<file path="src/rtl/packet_output_allocator_pkg.sv">
// Shared definitions for the router output-port allocator.
//   NPORTS      number of requesting input ports (0=L,1=N,2=E,3=W,4=S)
//   IW          width of a port index
//   P_L..P_S    port index constants
//   FID_*       bit positions inside a 3-bit flit id
//   alloc_state_e  allocator FSM states
package packet_output_allocator_pkg;

  localparam int NPORTS = 5;
  localparam int IW     = 3;

  localparam int P_L = 0;
  localparam int P_N = 1;
  localparam int P_E = 2;
  localparam int P_W = 3;
  localparam int P_S = 4;

  localparam int FID_HEAD = 0;
  localparam int FID_BODY = 1;
  localparam int FID_TAIL = 2;

  typedef enum logic [0:0] {
    ST_IDLE   = 1'b0,
    ST_LOCKED = 1'b1
  } alloc_state_e;

endpackage

</file>
<file path="src/rtl/packet_output_allocator_if.sv">
// Bundle between the input buffers (master) and one output allocator (slave).
//   req, flit_id, credit_in   : driven by the master side
//   grant, grant_idx, xfer,
//   credits, timeout_err,
//   credit_err, state         : driven by the allocator (state is a debug view of the FSM)
//
// Handshake: input i keeps req[i] high with the same flit on flit_id[3i+2:3i]
// until the flit is consumed. A flit is consumed in exactly the cycle where
// xfer=1 and grant_idx=i; xfer already includes the credit check, so no
// separate ready is needed. credit_in is a one-cycle pulse per freed slot.
interface packet_output_allocator_if #(
  parameter int NPORTS = 5,
  parameter int CW     = 3
);
  import packet_output_allocator_pkg::*;

  logic [NPORTS-1:0]   req;
  logic [3*NPORTS-1:0] flit_id;
  logic                credit_in;
  logic [NPORTS-1:0]   grant;
  logic [2:0]          grant_idx;
  logic                xfer;
  logic [CW-1:0]       credits;
  logic                timeout_err;
  logic                credit_err;
  alloc_state_e        state;

  modport master (
    output req, flit_id, credit_in,
    input  grant, grant_idx, xfer, credits, timeout_err, credit_err, state
  );

  modport slave (
    input  req, flit_id, credit_in,
    output grant, grant_idx, xfer, credits, timeout_err, credit_err, state
  );

endinterface

</file>
<file path="src/rtl/packet_output_allocator_rr_pick.sv">
// Combinational round-robin picker.
//   cand    in   NPORTS  candidate vector
//   ptr     in   IW      last served port; search starts at ptr+1
//   winner  out  IW      first candidate found searching ptr+1, ptr+2, ... mod NPORTS
//   found   out  1       any candidate present
module packet_output_allocator_rr_pick
  import packet_output_allocator_pkg::*;
(
  input  logic [NPORTS-1:0] cand,
  input  logic [IW-1:0]     ptr,
  output logic [IW-1:0]     winner,
  output logic              found
);

  // Walk the search order backwards so the nearest candidate after ptr
  // is the last one written and therefore wins.
  always_comb begin
    logic [IW-1:0] idx;
    idx    = '0;
    winner = '0;
    found  = 1'b0;
    for (int k = NPORTS; k >= 1; k--) begin
      idx = IW'((int'(ptr) + k) % NPORTS);
      if (cand[idx]) begin
        winner = idx;
        found  = 1'b1;
      end
    end
  end

endmodule

</file>
<file path="src/rtl/packet_output_allocator.sv">
// Output-port allocator: round-robin arbitration among the input ports,
// packet lock from head to tail, credit flow control toward the downstream
// buffer and a stall watchdog that frees a lock whose owner stops sending.
//   clk   in  clock, rising edge
//   rst   in  asynchronous active-low reset
//   bus   slave modport: req/flit_id/credit_in in; grant, grant_idx,
//         xfer (combinational), credits, timeout_err, credit_err, state out
module packet_output_allocator
  import packet_output_allocator_pkg::*;
#(
  parameter int CREDITS = 4,
  parameter int TIMEOUT = 64
) (
  input logic                      clk,
  input logic                      rst,
  packet_output_allocator_if.slave bus
);

  localparam int CW = $clog2(CREDITS + 1);
  localparam int TW = $clog2(TIMEOUT + 1);

  alloc_state_e      state_q, state_d;
  logic [NPORTS-1:0] cand;
  logic [IW-1:0]     win_idx;
  logic              win_found;
  logic [IW-1:0]     ptr_q;
  logic [IW-1:0]     idx_q;
  logic [NPORTS-1:0] grant_q;
  logic [CW-1:0]     credits_q;
  logic [TW-1:0]     wd_q;
  logic              terr_q;
  logic              cerr_q;
  logic              owner_req;
  logic [2:0]        owner_fid;
  logic              xfer;
  logic              grant_now;
  logic              release_tail;
  logic              release_to;

  // Only head flits may open a packet.
  always_comb begin
    cand = '0;
    for (int i = 0; i < NPORTS; i++) begin
      cand[i] = bus.req[i] & bus.flit_id[3*i+FID_HEAD];
    end
  end

  packet_output_allocator_rr_pick u_rr_pick (
    .cand   (cand),
    .ptr    (ptr_q),
    .winner (win_idx),
    .found  (win_found)
  );

  // Request and flit id of the current owner.
  always_comb begin
    owner_req = 1'b0;
    owner_fid = '0;
    for (int i = 0; i < NPORTS; i++) begin
      if (idx_q == IW'(i)) begin
        owner_req = bus.req[i];
        owner_fid = bus.flit_id[3*i +: 3];
      end
    end
  end

  // FSM: state register
  always_ff @(posedge clk or negedge rst) begin
    if (!rst) state_q <= ST_IDLE;
    else      state_q <= state_d;
  end

  // FSM: next state
  always_comb begin
    state_d = state_q;
    case (state_q)
      ST_IDLE:   if (win_found) state_d = ST_LOCKED;
      ST_LOCKED: if (release_tail || release_to) state_d = ST_IDLE;
      default:   state_d = ST_IDLE;
    endcase
  end

  // FSM: outputs and events
  always_comb begin
    xfer         = (state_q == ST_LOCKED) && owner_req && (credits_q != '0);
    grant_now    = (state_q == ST_IDLE) && win_found;
    release_tail = xfer && owner_fid[FID_TAIL];
    // The watchdog has already seen TIMEOUT-1 stalled cycles; this one is the last.
    release_to   = (state_q == ST_LOCKED) && !xfer && (wd_q == TW'(TIMEOUT - 1));
  end

  // Grant, pointer, watchdog
  always_ff @(posedge clk or negedge rst) begin
    if (!rst) begin
      grant_q <= '0;
      idx_q   <= '0;
      ptr_q   <= IW'(P_S);
      wd_q    <= '0;
      terr_q  <= 1'b0;
    end else begin
      terr_q <= release_to;
      if (grant_now) begin
        grant_q <= {{(NPORTS-1){1'b0}}, 1'b1} << win_idx;
        idx_q   <= win_idx;
      end else if (release_tail || release_to) begin
        grant_q <= '0;
        idx_q   <= '0;
        ptr_q   <= idx_q;
      end
      if (grant_now || xfer || release_to) wd_q <= '0;
      else if (state_q == ST_LOCKED)       wd_q <= wd_q + TW'(1);
    end
  end

  // Credit counter; xfer never fires at zero, so only the top needs saturating.
  always_ff @(posedge clk or negedge rst) begin
    if (!rst) begin
      credits_q <= CW'(CREDITS);
      cerr_q    <= 1'b0;
    end else begin
      cerr_q <= 1'b0;
      if (xfer && !bus.credit_in) begin
        credits_q <= credits_q - CW'(1);
      end else if (!xfer && bus.credit_in) begin
        if (credits_q == CW'(CREDITS)) cerr_q    <= 1'b1;
        else                           credits_q <= credits_q + CW'(1);
      end
    end
  end

  assign bus.grant       = grant_q;
  assign bus.grant_idx   = idx_q;
  assign bus.xfer        = xfer;
  assign bus.credits     = credits_q;
  assign bus.timeout_err = terr_q;
  assign bus.credit_err  = cerr_q;
  assign bus.state       = state_q;

endmodule
</file>
<file path="src/flat_wrapper.sv">
// flat-port wrapper written by rule: the top's interface ports become plain ports
module packet_output_allocator_flat import packet_output_allocator_pkg::*;
#(
  parameter int CREDITS = 4,
  parameter int TIMEOUT = 64
)
  (clk, rst, bus_req, bus_flit_id, bus_credit_in, bus_grant, bus_grant_idx, bus_xfer, bus_credits, bus_timeout_err, bus_credit_err, bus_state);
  packet_output_allocator_if bus_i ();
  input logic clk;
  input logic rst;
  input wire logic [$bits(bus_i.req)-1:0] bus_req;
  input wire logic [$bits(bus_i.flit_id)-1:0] bus_flit_id;
  input wire logic [$bits(bus_i.credit_in)-1:0] bus_credit_in;
  output wire logic [$bits(bus_i.grant)-1:0] bus_grant;
  output wire logic [$bits(bus_i.grant_idx)-1:0] bus_grant_idx;
  output wire logic [$bits(bus_i.xfer)-1:0] bus_xfer;
  output wire logic [$bits(bus_i.credits)-1:0] bus_credits;
  output wire logic [$bits(bus_i.timeout_err)-1:0] bus_timeout_err;
  output wire logic [$bits(bus_i.credit_err)-1:0] bus_credit_err;
  output wire logic [$bits(bus_i.state)-1:0] bus_state;
  assign bus_i.req = bus_req;
  assign bus_i.flit_id = bus_flit_id;
  assign bus_i.credit_in = bus_credit_in;
  assign bus_grant = bus_i.grant;
  assign bus_grant_idx = bus_i.grant_idx;
  assign bus_xfer = bus_i.xfer;
  assign bus_credits = bus_i.credits;
  assign bus_timeout_err = bus_i.timeout_err;
  assign bus_credit_err = bus_i.credit_err;
  assign bus_state = bus_i.state;
  packet_output_allocator #(.CREDITS(CREDITS), .TIMEOUT(TIMEOUT)) u_core (.clk(clk), .rst(rst), .bus(bus_i));
endmodule
</file>
<file path="config.mk">
export PLATFORM = sky130hd
export DESIGN_NAME = packet_output_allocator_flat
export DESIGN_NICKNAME = d
export VERILOG_FILES = /design/src/rtl/packet_output_allocator_pkg.sv /design/src/rtl/packet_output_allocator_if.sv /design/src/rtl/packet_output_allocator_rr_pick.sv /design/src/rtl/packet_output_allocator.sv /design/src/flat_wrapper.sv
export SDC_FILE = /design/constraint.sdc
export NUM_CORES = 1
export LEC_CHECK = 0
export CAP_MARGIN = 10
export CORE_ASPECT_RATIO = 0.8
export CORE_MARGIN = 2
export CORE_UTILIZATION = 61
export DETAILED_ROUTE_END_ITERATION = 10
export GPL_ROUTABILITY_DRIVEN = 0
export PLACE_DENSITY = 0.84
export REMOVE_ABC_BUFFERS = 1
export SETUP_SLACK_MARGIN = 0.4
export SKIP_CTS_REPAIR_TIMING = 1
export SYNTH_ARGS = -nofsm -noshare
export SYNTH_HDL_FRONTEND = slang
export SYNTH_SLANG_ARGS = --single-unit
</file>
<file path="constraint.sdc">
create_clock -name clk -period 14.6 [get_ports clk]
set_input_delay 3.65 -clock clk [delete_from_list [all_inputs] [get_ports clk]]
set_output_delay 3.65 -clock clk [all_outputs]
set_load 0.1 [all_outputs]
</file>
---- Yosys cells after proc, flatten, opt, wreduce, memory -nomap -nowiden ----
Cells that the tools add are included.
cells by class
  add/sub/neg operators ................... 8
  $mul .................................... 0
  divide/modulo/power cells ............... 5
  order comparisons ....................... 5
  equal/unequal tests ..................... 7
  shifts and indexed selects .............. 1
  mux-type cells .......................... 45
  bitwise logic cells ..................... 7
  reductions and logical operators ........ 20
operators with widths
  operator                                                                  number
  32-bit by 4-bit remainder unit with 32-bit output, second input constant  5
  3-bit two-way mux                                                         15
  3-bit by 4-bit < comparator with 1-bit output, second input constant      5
  1-bit two-way mux                                                         20
  1-bit binary-select mux with 3-bit select                                 5
  7-bit two-way mux                                                         2
  5-bit two-way mux                                                         2
  3-bit by 2-bit adder with 4-bit output, second input constant             2
  3-bit by 3-bit adder with 4-bit output, second input constant             2
  1-bit logical AND                                                         8
  7-bit by 1-bit adder with 7-bit output, second input constant             1
  7-bit by 6-bit equality test with 1-bit output, second input constant     1
  3-bit by 2-bit equality test with 1-bit output, second input constant     2
  3-bit equality test, second input constant                                2
  2-bit nonzero test                                                        3
  1-bit bitwise AND                                                         5
  1-bit by 3-bit << shifter with 5-bit output, first input constant         1
  3-bit by 1-bit adder with 4-bit output, second input constant             1
  2-bit AND reduction                                                       2
  3-bit by 1-bit adder with 3-bit output, second input constant             1
  3-bit by 1-bit equality test with 1-bit output, second input constant     1
  3-bit zero test                                                           1
  1-bit logical OR                                                          3
  3-bit nonzero test                                                        1
  other kinds (5)                                                           7
word-level totals
  register bits ........................... 24
  latch bits .............................. 0
  memory bits (writable) .................. 0
  memory bits (read-only) ................. 0
  input port bits ......................... 23
  output and inout port bits .............. 15
  logic and storage cells ................. 106
  memories kept ........................... 0

---- Logic depth before layout (Yosys ltp) ----
Gate-level depths: netlist of run 1.
  depth after elaboration ................. 14
  depth in mapped cells ................... 21

---- Modules after synthesis ----
A second synthesis of run 1 with hierarchy kept.
unflattened totals
  cells, all modules ...................... 366
  area total of the unflattened synthesis .. 3113.0 µm²
modules (own cells, without submodules)
  module                           instances  cells an instance  area each (µm²)
  packet_output_allocator_rr_pick  1          232                1781.7
  packet_output_allocator          1          134                1331.3

---- Least setup slack after synthesis of run 1 ----
OpenSTA, ideal clock, no wires.
  path type ............................... input-to-output
  start point ............................. input bus_req[1]
  end point ............................... output bus_xfer
  arrival time ............................ 6478 ps
  data required time ...................... 10950 ps
  setup slack ............................. 4472 ps
  stages on the path ...................... 3
  buffers on the path ..................... 0
  cell sequence ........................... mux4_2 > nand2b_1 > a221oi_1
between the ends
  cells in the longest elaborated chain, start to end .. 6
RTL lines
  element                         RTL line                       source
  start, declared                 flat_wrapper.sv:11             input wire logic [$bits(bus_i.req)-1:0] bus_req;
  1-bit two-way mux (4 in a row)  packet_output_allocator.sv:60  if (idx_q == IW'(i)) begin
  1-bit logical AND (2 in a row)  packet_output_allocator.sv:85  xfer = (state_q == ST_LOCKED) && owner_req && (credits_q != '0);
  end, declared                   flat_wrapper.sv:16             output wire logic [$bits(bus_i.xfer)-1:0] bus_xfer;
No other way between the ends.

---- Worst setup path in the final report of run 1 ----
  start point ............................. input bus_req[2]
  end point ............................... output bus_xfer
between the ends
  cells in the longest elaborated chain, start to end .. 5
RTL lines
  element                         RTL line
  1-bit two-way mux (3 in a row)  packet_output_allocator.sv:60
  1-bit logical AND (2 in a row)  packet_output_allocator.sv:85
No other way between the ends.

==> results.json, run 1 <==
{
  "cts.clk_slew.worst_paths_ns": 0.09,
  "synth.mux.area_fraction_pct": 6.05,
  "setup_violations": 0,
  "synthArstFlopShare_pct": 100,
  "grt_max_degree": 42,
  "netlist_area_um2": 3020,
  "maxCapViolCount": 0,
  "worstHoldEndpoint": "u_core.bus.grant[0]",
  "synth_edf_count": 0,
  "drtAntennaViolNets": 0,
  "stdcell_area_um2": 3420,
  "synth_cell_types": 79,
  "status": "finished clean",
  "synthCells": 368,
  "preCtsSetupSlack_ns": 4.56,
  "grt-ovfl-total": 0,
  "cp-start-kind": "input port",
  "grt_pass1_wl_um": 12600,
  "worst-slew-pin-transition_ns": 1.10,
  "critPathKind": "input port to output pin",
  "antenna_found_initial": 0,
  "clock_latency_ns": 0.27,
  "drt-initial-drc-count": 264,
  "drt_drc_violations_left": 0,
  "skew_ns": 0.00447,
  "rsz0062_at_grt": "false",
  "fmax_mhz": 99.4,
  "synth-xor-area-share_pct": 4.06,
  "synth-simple-area-share_pct": 24.8,
  "ys_ff_latch": 24,
  "setup_tns_ns": 0,
  "cts_sinks": 24,
  "via_count": 2995,
  "worstRegToRegCells": 17,
  "clock_path_buffers": 2,
  "area_growth_pct": 13.3,
  "min_period_ns": 10.06,
  "grt_usage_pct": 29.2,
  "diodes": 0,
  "rows": 22,
  "firstDrtPassIters": 5,
  "pin_count": 38,
  "grt_pass1_vias": 2746,
  "reg2reg_slack_ns": 8.69,
  "wirelength_um": 7620,
  "die_w_um": 82.7,
  "routedWlPerCell_um": 17.0,
  "drv_slew": 0,
  "avgSynthCellArea_um2": 8.21,
  "synth_ff_type": "dfrtp_1",
  "worstHoldStart": "u_core.bus.grant[0]",
  "viasPerCell": 6.67,
  "drive_above_1_share_pct": 6.68,
  "placed_area_um2": 3350,
  "synth_fa_ha_area_share_pct": 10.6,
  "cts_root_buffer": "clkbuf_8",
  "start_util_pct": 64.5,
  "fp.dieArea_um2": 5530,
  "arrival_ns": 6.41,
  "synth_top_family_by_area": "compound AO/OA/AOI/OAI gates",
  "portBuffers": 32,
  "period_share_pct": 68.9,
  "hold_violations": 0,
  "die_y_um": 66.9,
  "slew-limit-headroom_pct": 26.2,
  "cp.required_ns": 10.95,
  "hpwlAfterDp_um": 5820,
  "synth-seq-area-share_pct": 20.0,
  "htree_levels": 1,
  "worst_setup_path_end_kind": "output pin",
  "min_path_cells": 1,
  "cts_buffers": 3,
  "synth_compound_area_share_pct": 29.3,
  "fin_ws_ns": 4.54,
  "timing.rr.end": "u_core.wd_q[0]",
  "ys_warn_count": 0,
  "r2r-start": "u_core.ptr_q[0]",
  "hold_class": "flip-flop to flip-flop",
  "path_max_fanout": 6,
  "core_area_um2": 4680,
  "cts_tree": "built",
  "final_nets": 438
}
synthesized netlist by cell type, types with 3 or more instances:
cell,n,area [µm²]
nor2_1,33,124
nand2_1,26,97.6
ha_1,24,300
dfrtp_1,22,551
inv_1,22,82.6
a21oi_1,20,100
nand3_1,18,90.1
nand2b_1,11,68.8
and2_1,10,62.6
o211ai_1,10,75.1
o21ai_0,9,45.0
clkbuf_1,8,30.0
nor3_1,8,40.0
mux2i_1,7,70.1
o2111ai_1,7,61.3
xnor2_1,7,61.3
a211oi_1,6,45.0
a211o_1,5,43.8
nor2b_1,5,31.3
o21a_1,5,37.5
buf_2,4,20.0
mux2_2,4,45.0
nand3b_1,4,30.0
nor3b_1,4,30.0
o221ai_1,4,35.0
a21boi_0,3,22.5
nand4_1,3,18.8
nand4b_1,3,26.3
o211a_1,3,30.0
o21ai_1,3,15.0
o31ai_1,3,22.5
o32ai_1,3,26.3
or3_1,3,18.8
worst max-delay path, stage by stage:
cell	delay (ns)
clkdlybuf4s50_1	0.56
mux4_2	0.30
nand2b_1	0.06
a221oi_1	0.57
clkdlybuf4s50_1	1.27
how the worst max path moves through the flow:
stage                     startpoint        to
after global routing      bus_req[2]  bus_xfer
after detailed placement  bus_req[2]  bus_xfer
after global placement    bus_req[2]  bus_xfer
final                     bus_req[2]  bus_xfer
after floorplan           bus_req[1]  bus_xfer
after CTS                 bus_req[2]  bus_xfer
cell families after synthesis:
group	Yosys count
adders and majority gates	25
AOI/OAI and AO/OA	114
muxes	14
xor gates and xnor gates	11
DFF	24
and+or+nand+nor	141
buffers and inverters	39
metrics by stage:
step	util, %	std cells	hold WS [ns]
after floorplan	-	352	0.461
after global placement	71.6	445	0.484
after detailed placement	71.6	445	0.495
after CTS	73.1	449	0.517
after global routing	73.1	449	0.532
final	73.1	449	0.518
sequential cells by signal, indices dropped and copies added, names as in the netlist:
register,cells
u_core.bus.credits,3
u_core.bus.grant_idx,3
u_core.wd_q,7
u_core.bus.credit_err,1
u_core.bus.state,1
u_core.ptr_q,3
u_core.bus.timeout_err,1
u_core.bus.grant,5
cell usage in the layout (no fill, tap or decap), types with 3 or more instances in the layout:
cell / synthesis / layout
nor3_1: 8 / 8
xnor2_1: 7 / 7
o2111ai_1: 7 / 7
nand4_1: 3 / 3
nand4b_1: 3 / 3
a211oi_1: 6 / 6
o211ai_1: 10 / 10
o221ai_1: 4 / 4
o21ai_0: 9 / 9
or3_1: 3 / 3
o21ai_1: 3 / 3
mux2i_1: 7 / 7
a211o_1: 5 / 5
mux2_2: 4 / 4
o32ai_1: 3 / 3
nor3b_1: 4 / 4
a21oi_1: 20 / 20
nor2b_1: 5 / 5
nand3b_1: 4 / 4
nand3_1: 18 / 18
inv_1: 22 / 22
nand2b_1: 11 / 11
o31ai_1: 3 / 3
ha_1: 24 / 24
o21a_1: 5 / 5
a21boi_0: 3 / 3
clkdlybuf4s50_1: 0 / 32
dfrtp_1: 22 / 22
o211a_1: 3 / 3
and2_1: 10 / 10
clkbuf_8: 0 / 3
nand2_1: 26 / 26
nor2_1: 33 / 33
per-layer routing:
metal / global-route usage (%) / wire, µm / share of wire (%) / vias up
met4: 4.92 / 28 / 0.37 / 0
li1: - / - / - / 1439
met3: 2.98 / 541 / 7.1 / 2
met2: 46.7 / 3520 / 46 / 116
met5: 0 / 0 / 0 / -
met1: 43.0 / 3530 / 46 / 1438
cell type report:
cell class / instances / area (µm²)
Inverter: 23 / 86.3
Clock inverter: 1 / 30.0
Sequential cell: 24 / 603
Clock buffer: 3 / 41.3
Tap cell: 60 / 75.1
Fill cell: 376 / 1260
Multi-Input combinational cell: 305 / 2260
Timing Repair Buffer: 33 / 328
Power of run 1 is not shown: default switching activity piles up to over one toggle a cycle in this logic, so the estimate is an artifact.
==> inputs of run 2 (changes only) <==
--- a/config.mk
+++ b/config.mk
@@ -8,10 +8,10 @@
 export CAP_MARGIN = 10
 export CORE_ASPECT_RATIO = 0.8
 export CORE_MARGIN = 2
-export CORE_UTILIZATION = 61
+export CORE_UTILIZATION = 57
 export DETAILED_ROUTE_END_ITERATION = 10
 export GPL_ROUTABILITY_DRIVEN = 0
-export PLACE_DENSITY = 0.84
+export PLACE_DENSITY = 0.79
 export REMOVE_ABC_BUFFERS = 1
 export SETUP_SLACK_MARGIN = 0.4
 export SKIP_CTS_REPAIR_TIMING = 1
==> constraint.sdc (replaced) <==
create_clock -name clk -period 10.01 [get_ports clk]
set_input_delay 2.5025 -clock clk [delete_from_list [all_inputs] [get_ports clk]]
set_output_delay 2.5025 -clock clk [all_outputs]
set_load 0.1 [all_outputs]
==> results.json, run 2 (synthesis results as in run 1) <==
{
  "cp-start-kind": "input port",
  "via_count": 3004,
  "critPathKind": "input port to output pin",
  "die_w_um": 85.4,
  "drt-initial-drc-count": 250,
  "drt_drc_violations_left": 0,
  "final_cell_mix": "33 x nor2_1, 32 x clkdlybuf4s50_1, 26 x nand2_1, 24 x ha_1",
  "hold_class": "flip-flop to flip-flop",
  "antenna_found_initial": 0,
  "grt_max_degree": 42,
  "met3_length_um": 528,
  "clock_latency_ns": 0.27,
  "setup_tns_ns": 0,
  "fp.dieArea_um2": 5900,
  "period_share_pct": 77.3,
  "die_y_um": 69.1,
  "drtAntennaViolNets": 0,
  "htree_levels": 1,
  "cts.clk_slew.worst_paths_ns": 0.08,
  "grt_pass1_wl_um": 13200,
  "maxCapViolCount": 0,
  "grt-ovfl-total": 0,
  "portBuffers": 32,
  "wirelength_um": 7770,
  "wl_met2_um": 3440,
  "cts_root_buffer": "clkbuf_8",
  "worst-slew-pin-transition_ns": 0.976,
  "min_period_ns": 7.74,
  "skew_ns": 0.00740,
  "diodes": 0,
  "firstDrtPassIters": 5,
  "slew-limit-headroom_pct": 34.8,
  "core_area_um2": 5060,
  "fin_hold_ws_ns": 0.518,
  "drive_above_1_share_pct": 6.92,
  "final_nets": 439,
  "cp.required_ns": 7.51,
  "rows": 23,
  "start_util_pct": 59.6,
  "viasPerCell": 6.65,
  "worst_setup_path_end_kind": "output pin",
  "regMostFlops": "u_core.wd_q",
  "cts_buffers": 3,
  "arrival_ns": 5.24,
  "pin_count": 38,
  "rsz0062_at_grt": "false",
  "clock_path_buffers": 2,
  "setup_violations": 0,
  "area_growth_pct": 14.3,
  "grt_usage_pct": 26.8,
  "maxUsedRoutingLayer": "met4",
  "hpwlAfterDp_um": 5760,
  "dp.cells": 447,
  "fmax_mhz": 129,
  "status": "finished clean",
  "drv_slew": 0,
  "hold_violations": 0,
  "wl_met1_um": 3770,
  "cts_sinks": 24,
  "cts_tree": "built",
  "grt_pass1_vias": 2808,
  "largest_register_ffs": 7,
  "final_common_cell": "nor2_1",
  "final_cells": 452,
  "routedWlPerCell_um": 17.2,
  "path_max_fanout": 6
}
==> run 2: worst paths after layout <==
path | startpoint | end | slack [ns] | depth (start not counted)
max in group asynchronous | rst | u_core.ptr_q[2] | 7.03 | 2
max | bus_req[2] | bus_xfer | 2.27 | 5
min reg2reg | u_core.bus.grant[0] | u_core.bus.grant[0] | 0.52 | 1
min | u_core.bus.grant[0] | u_core.bus.grant[0] | 0.52 | 1
min in group asynchronous | rst | u_core.bus.credit_err | 2.49 | 1
max reg2reg | u_core.ptr_q[0] | u_core.wd_q[3] | 4.17 | 16
==> run 2: critical path: stages <==
cell	delay [ns]
clkdlybuf4s50_1	0.56
mux4_2	0.28
nand2b_1	0.06
a221oi_1	0.57
clkdlybuf4s50_1	1.26
==> run 2: cell type report <==
cell class | instances | area (µm²)
sequential | 24 | 603
clock buffer | 3 | 41.3
inverter | 23 | 86.3
clock inverter | 1 | 30.0
fill | 401 | 1610
timing repair buffer | 34 | 355
multi-input combinational | 305 | 2260
tap | 62 | 77.6
==> run 2: metrics by stage <==
stage | util, % | setup slack [ns] | instance area, µm²
CTS | 67.6 | 2.28 | 3420
detailed placement | 66.2 | 2.29 | 3350
finish | 68.2 | 2.27 | 3450
global placement | 66.2 | 2.31 | 3350
global route | 68.2 | 2.13 | 3450
floorplan | - | 2.18 | 2950
==> run 2: per-layer routing <==
layer / vias up / global-route usage, %
met5: - / 0
met4: 0 / 2.29
met3: 8 / 5.99
met2: 117 / 41.6
met1: 1439 / 39.8
li1: 1440 / -
Power of run 2 is left out for the same reason.
==> inputs of run 3 (changes only) <==
--- a/config.mk
+++ b/config.mk
@@ -8,10 +8,10 @@
 export CAP_MARGIN = 10
 export CORE_ASPECT_RATIO = 0.8
 export CORE_MARGIN = 2
-export CORE_UTILIZATION = 57
+export CORE_UTILIZATION = 52
 export DETAILED_ROUTE_END_ITERATION = 10
 export GPL_ROUTABILITY_DRIVEN = 0
-export PLACE_DENSITY = 0.79
+export PLACE_DENSITY = 0.76
 export REMOVE_ABC_BUFFERS = 1
 export SETUP_SLACK_MARGIN = 0.4
 export SKIP_CTS_REPAIR_TIMING = 1
==> constraint.sdc (replaced) <==
create_clock -name clk -period 7.05 [get_ports clk]
set_input_delay 1.7625 -clock clk [delete_from_list [all_inputs] [get_ports clk]]
set_output_delay 1.7625 -clock clk [all_outputs]
set_load 0.1 [all_outputs]
==> results.json, run 3 (synthesis results as in run 1) <==
{
  "skew_ns": 0.00524,
  "cp-start-kind": "input port",
  "grt_pass1_vias": 2614,
  "worstHoldEndpoint": "u_core.bus.grant[3]",
  "worst-slew-pin-transition_ns": 1.08,
  "grt_usage_pct": 23.9,
  "worstHoldStart": "u_core.bus.grant[3]",
  "dp.cells": 465,
  "die_y_um": 72.2,
  "fp.dieArea_um2": 6440,
  "cts_sinks": 24,
  "min_path_cells": 1,
  "final_cell_mix": "33 x nor2_1, 31 x clkdlybuf4s50_1, 26 x nand2_1, 24 x ha_1",
  "setup_tns_ns": 0,
  "status": "finished clean",
  "critPathKind": "input port to output pin",
  "antenna_found_initial": 0,
  "drt_drc_violations_left": 0,
  "final_cells": 469,
  "drt-initial-drc-count": 182,
  "largest_register_ffs": 7,
  "stdcell_area_um2": 3460,
  "diodes": 0,
  "fmax_mhz": 182,
  "placed_area_um2": 3390,
  "drive_above_1_share_pct": 7.42,
  "wirelength_um": 7510,
  "cts_root_buffer": "clkbuf_8",
  "final_nets": 440,
  "core_area_um2": 5530,
  "cp.required_ns": 5.29,
  "path_max_fanout": 6,
  "die_w_um": 89.2,
  "cts_tree": "built",
  "firstDrtPassIters": 5,
  "timing.rr.end": "u_core.wd_q[1]",
  "area_growth_pct": 14.5,
  "slew-limit-headroom_pct": 27.8,
  "routedWlPerCell_um": 16.0,
  "pin_count": 38,
  "worstRegToRegCells": 17,
  "nFillCells": 518,
  "drv_slew": 0,
  "clock_latency_ns": 0.26,
  "grt_max_degree": 41,
  "hold_class": "flip-flop to flip-flop",
  "cts_buffers": 3,
  "maxCapViolCount": 0,
  "portBuffers": 32,
  "grt_pass1_wl_um": 12500,
  "cts.clk_slew.worst_paths_ns": 0.08,
  "worst_setup_path_end_kind": "output pin",
  "hpwlAfterDp_um": 5820,
  "final_common_cell": "nor2_1",
  "htree_levels": 1,
  "hold_violations": 0,
  "regMostFlops": "u_core.wd_q",
  "rsz0062_at_grt": "false",
  "fin_hold_ws_ns": 0.505,
  "viasPerCell": 6.22,
  "reg2reg_slack_ns": 1.69,
  "drtAntennaViolNets": 0,
  "period_share_pct": 77.7,
  "start_util_pct": 54.7,
  "setup_violations": 0,
  "rows": 24,
  "via_count": 2915,
  "grt-ovfl-total": 0,
  "arrival_ns": 3.72,
  "clock_path_buffers": 2,
  "min_period_ns": 5.48,
  "r2r-start": "u_core.ptr_q[1]"
}
## run 3: changes by cell type in the layout (fill, tap and decap cells not counted), sizes merged
| cell | previous run | this run |
|---|---|---|
| clkdlybuf4s50 | 32 | 31 |
| buf | 2 | 4 |
## run 3: per-stage QoR
stage                     worst slack (ns)  utilization, %
after floorplan                      0.697               -
after global placement                1.63            61.3
after detailed placement              1.59            61.3
after CTS                             1.59            62.6
after global routing                  1.23            62.6
final                                 1.57            62.6
## run 3: per-layer routing
metal  GRT usage, %  part of all wire (%)  up-vias
li1               -                     -     1439
met1           39.1                    49     1388
met2           34.2                    45       80
met3           2.05                   5.0        8
met4           4.81                   1.5        0
met5              0                     0        -
## run 3: worst max-delay path: stages
cell and delay (ns):
clkdlybuf4s50_1 0.58, mux4_2 0.30, nand2b_1 0.06, a221oi_1 0.59, buf_4 0.41
## run 3: worst max path at each step
stage,from,to,slack (ns),cells after the start
2_1_floorplan,bus_req[1],bus_xfer,0.70,3
3_3_place_gp,bus_req[2],bus_xfer,1.63,5
6_report,bus_req[2],bus_xfer,1.57,5
4_1_cts,bus_req[2],bus_xfer,1.59,5
3_5_place_dp,bus_req[2],bus_xfer,1.59,5
5_1_grt,u_core.ptr_q[1],u_core.wd_q[1],1.23,17
## run 3: final cells by class
cell class              count  area, µm²  area share, %
well taps                  78       97.6           2.82
clock buffers               3       41.3           1.19
repair buffers             35        340           9.84
flip-flops and latches     24        603           17.4
multi-input cells         305       2260           65.3
inverters                  23       86.3           2.50
clock inverters             1       30.0          0.869
Power of run 3 is left out for the same reason.
==> RTL edit: new RTL, settings of run 1 <==
`TIMEOUT` is set to 64 in 2 places; all go to 128.
--- a/src/rtl/packet_output_allocator.sv
+++ b/src/rtl/packet_output_allocator.sv
@@ -10,5 +10,5 @@
 #(
   parameter int CREDITS = 4,
-  parameter int TIMEOUT = 64
+  parameter int TIMEOUT = 128
 ) (
   input logic                      clk,
--- a/src/flat_wrapper.sv
+++ b/src/flat_wrapper.sv
@@ -3,5 +3,5 @@
 #(
   parameter int CREDITS = 4,
-  parameter int TIMEOUT = 64
+  parameter int TIMEOUT = 128
 )
   (clk, rst, bus_req, bus_flit_id, bus_credit_in, bus_grant, bus_grant_idx, bus_xfer, bus_credits, bus_timeout_err, bus_credit_err, bus_state);
Function: no difference found for any inputs over 4 cycles, from zero or initial values and one cycle with rst low; that may be too few to reach the edited logic, so the function may still have changed.
==> RTL edit against run 1 <==
- area after synthesis rose by 3.1%
- count of clock-buffer cells in the layout rose by 1
- sequential share of layout area rose by 0.44 points
- worst setup slack improved by 0.26 ns
- cell area rose by 1.6%
- sequential cell count rose by 1
- wire length rose by 1.9%
- largest cell class unchanged
Power is not shown: default switching activity piles up to over one toggle a cycle in this logic, so the estimate is an artifact.
==> RTL edit: results (changes against run 1) <==
status -> completed
mux cell area share after synthesis -> 0.0928 (+0.0324)
fillcell total -> 388 (+3.2%)
hold_sp -> u_core.bus.grant[4]$_DFFE_PN0P_
Total Routed Length -> 7770 um (+1.9%)
met2 wire length -> 3550 um (+0.74%)
synthesis-stage register bit count -> 25 (+4.2%)
Via-to-Cell Ratio -> 6.68 (+0.17%)
area grow syn2layout -> 11.7%
synth cell count leaders -> nor2_1 (43), nand2_1 (29), ha_1 (24)
nets -> 439 (+0.23%)
largest net degree at the start of global routing -> 34 (-19%)
Critical Path Start -> bus_req[3]
adder and majority gate portion of the synthesized area -> 0.103 (-0.00315)
Post-DP HPWL -> 5830 um (+0.25%)
Slew Limit Headroom -> 0.263 (+0.000809)
Worst Slack Setup Final -> 4.79 ns (+0.259 ns)
Hold Path End -> u_core.bus.grant[4]$_DFFE_PN0P_
post-synthesis xor/xnor area fraction -> 0.0567 (+0.0161)
share of layout cells above drive strength 1 -> 0.0897 (+0.0229)
GRT Overall Usage -> 0.276 (-0.0157)
Crit path largest cell delay -> 1.23 ns (-0.04 ns)
worst hold slack -> 0.501 ns (-0.0168 ns)
total clock buffers created by CTS -> 3 (unchanged)
Placed Cells -> 448 (+0.67%)
Final non-clock buffer share -> 0.0943 (-0.00152)
Area contributors post-synth -> dfrtp_1 (18%), ha_1 (9.6%), nor2_1 (5.2%)
sum of routed wire segments on met1 -> 3670 um (+3.9%)
total placed instance area -> 0.00343 mm^2 (+2.4%)
Critical Path Fanout Max -> 4 (-2)
sequential area share after synthesis -> 0.202 (+0.00210)
vias in the first global route -> 2,671 (-2.7%)
library cells used by synthesis -> 80 (+1.3%)
WP data arrival -> 6.16 ns (-0.25 ns)
pre-CTS setup slack -> 4.80 ns (+0.244 ns)
count of non-CTS inverters in the layout -> 20 (-13%)
multi-input combinational area share -> 0.668 (+0.00826)
max FFs per register -> 8 (+1)
Clock buf/inv share -> 0.0130 (-0.00789)
RR Endpoint -> u_core.wd_q[1]$_DFFE_PN0P_
DR vias -> 3,020 (+0.83%)
[RTL edit: cell types whose count changed in the layout (fill, tap and decap cells not counted), sizes merged, moves of 4 or more]
cell,delta
nor2,+12
a21o,+5
a21oi,-6
and2,-6
inv,-4
a31oi,+4
mux2i,+4
xor2,+5
o211ai,-8
nand3,-7
a21boi,-4
[RTL edit: routing by layer]
metal	vias to the layer above	GRT usage
met4	0	0.0423
li1	1431	-
met3	12	0.0374
met2	138	0.449
met5	-	0
met1	1439	0.406
[RTL edit: worst max-delay path: cells and delay by family]
| kind | cells | cell delay, ns |
|---|---|---|
| AO/OA/AOI/OAI | 1 | 0.43 |
| multiplexers | 1 | 0.27 |
| buffers and inverters | 2 | 1.76 |
| AND/OR/NAND/NOR | 1 | 0.04 |
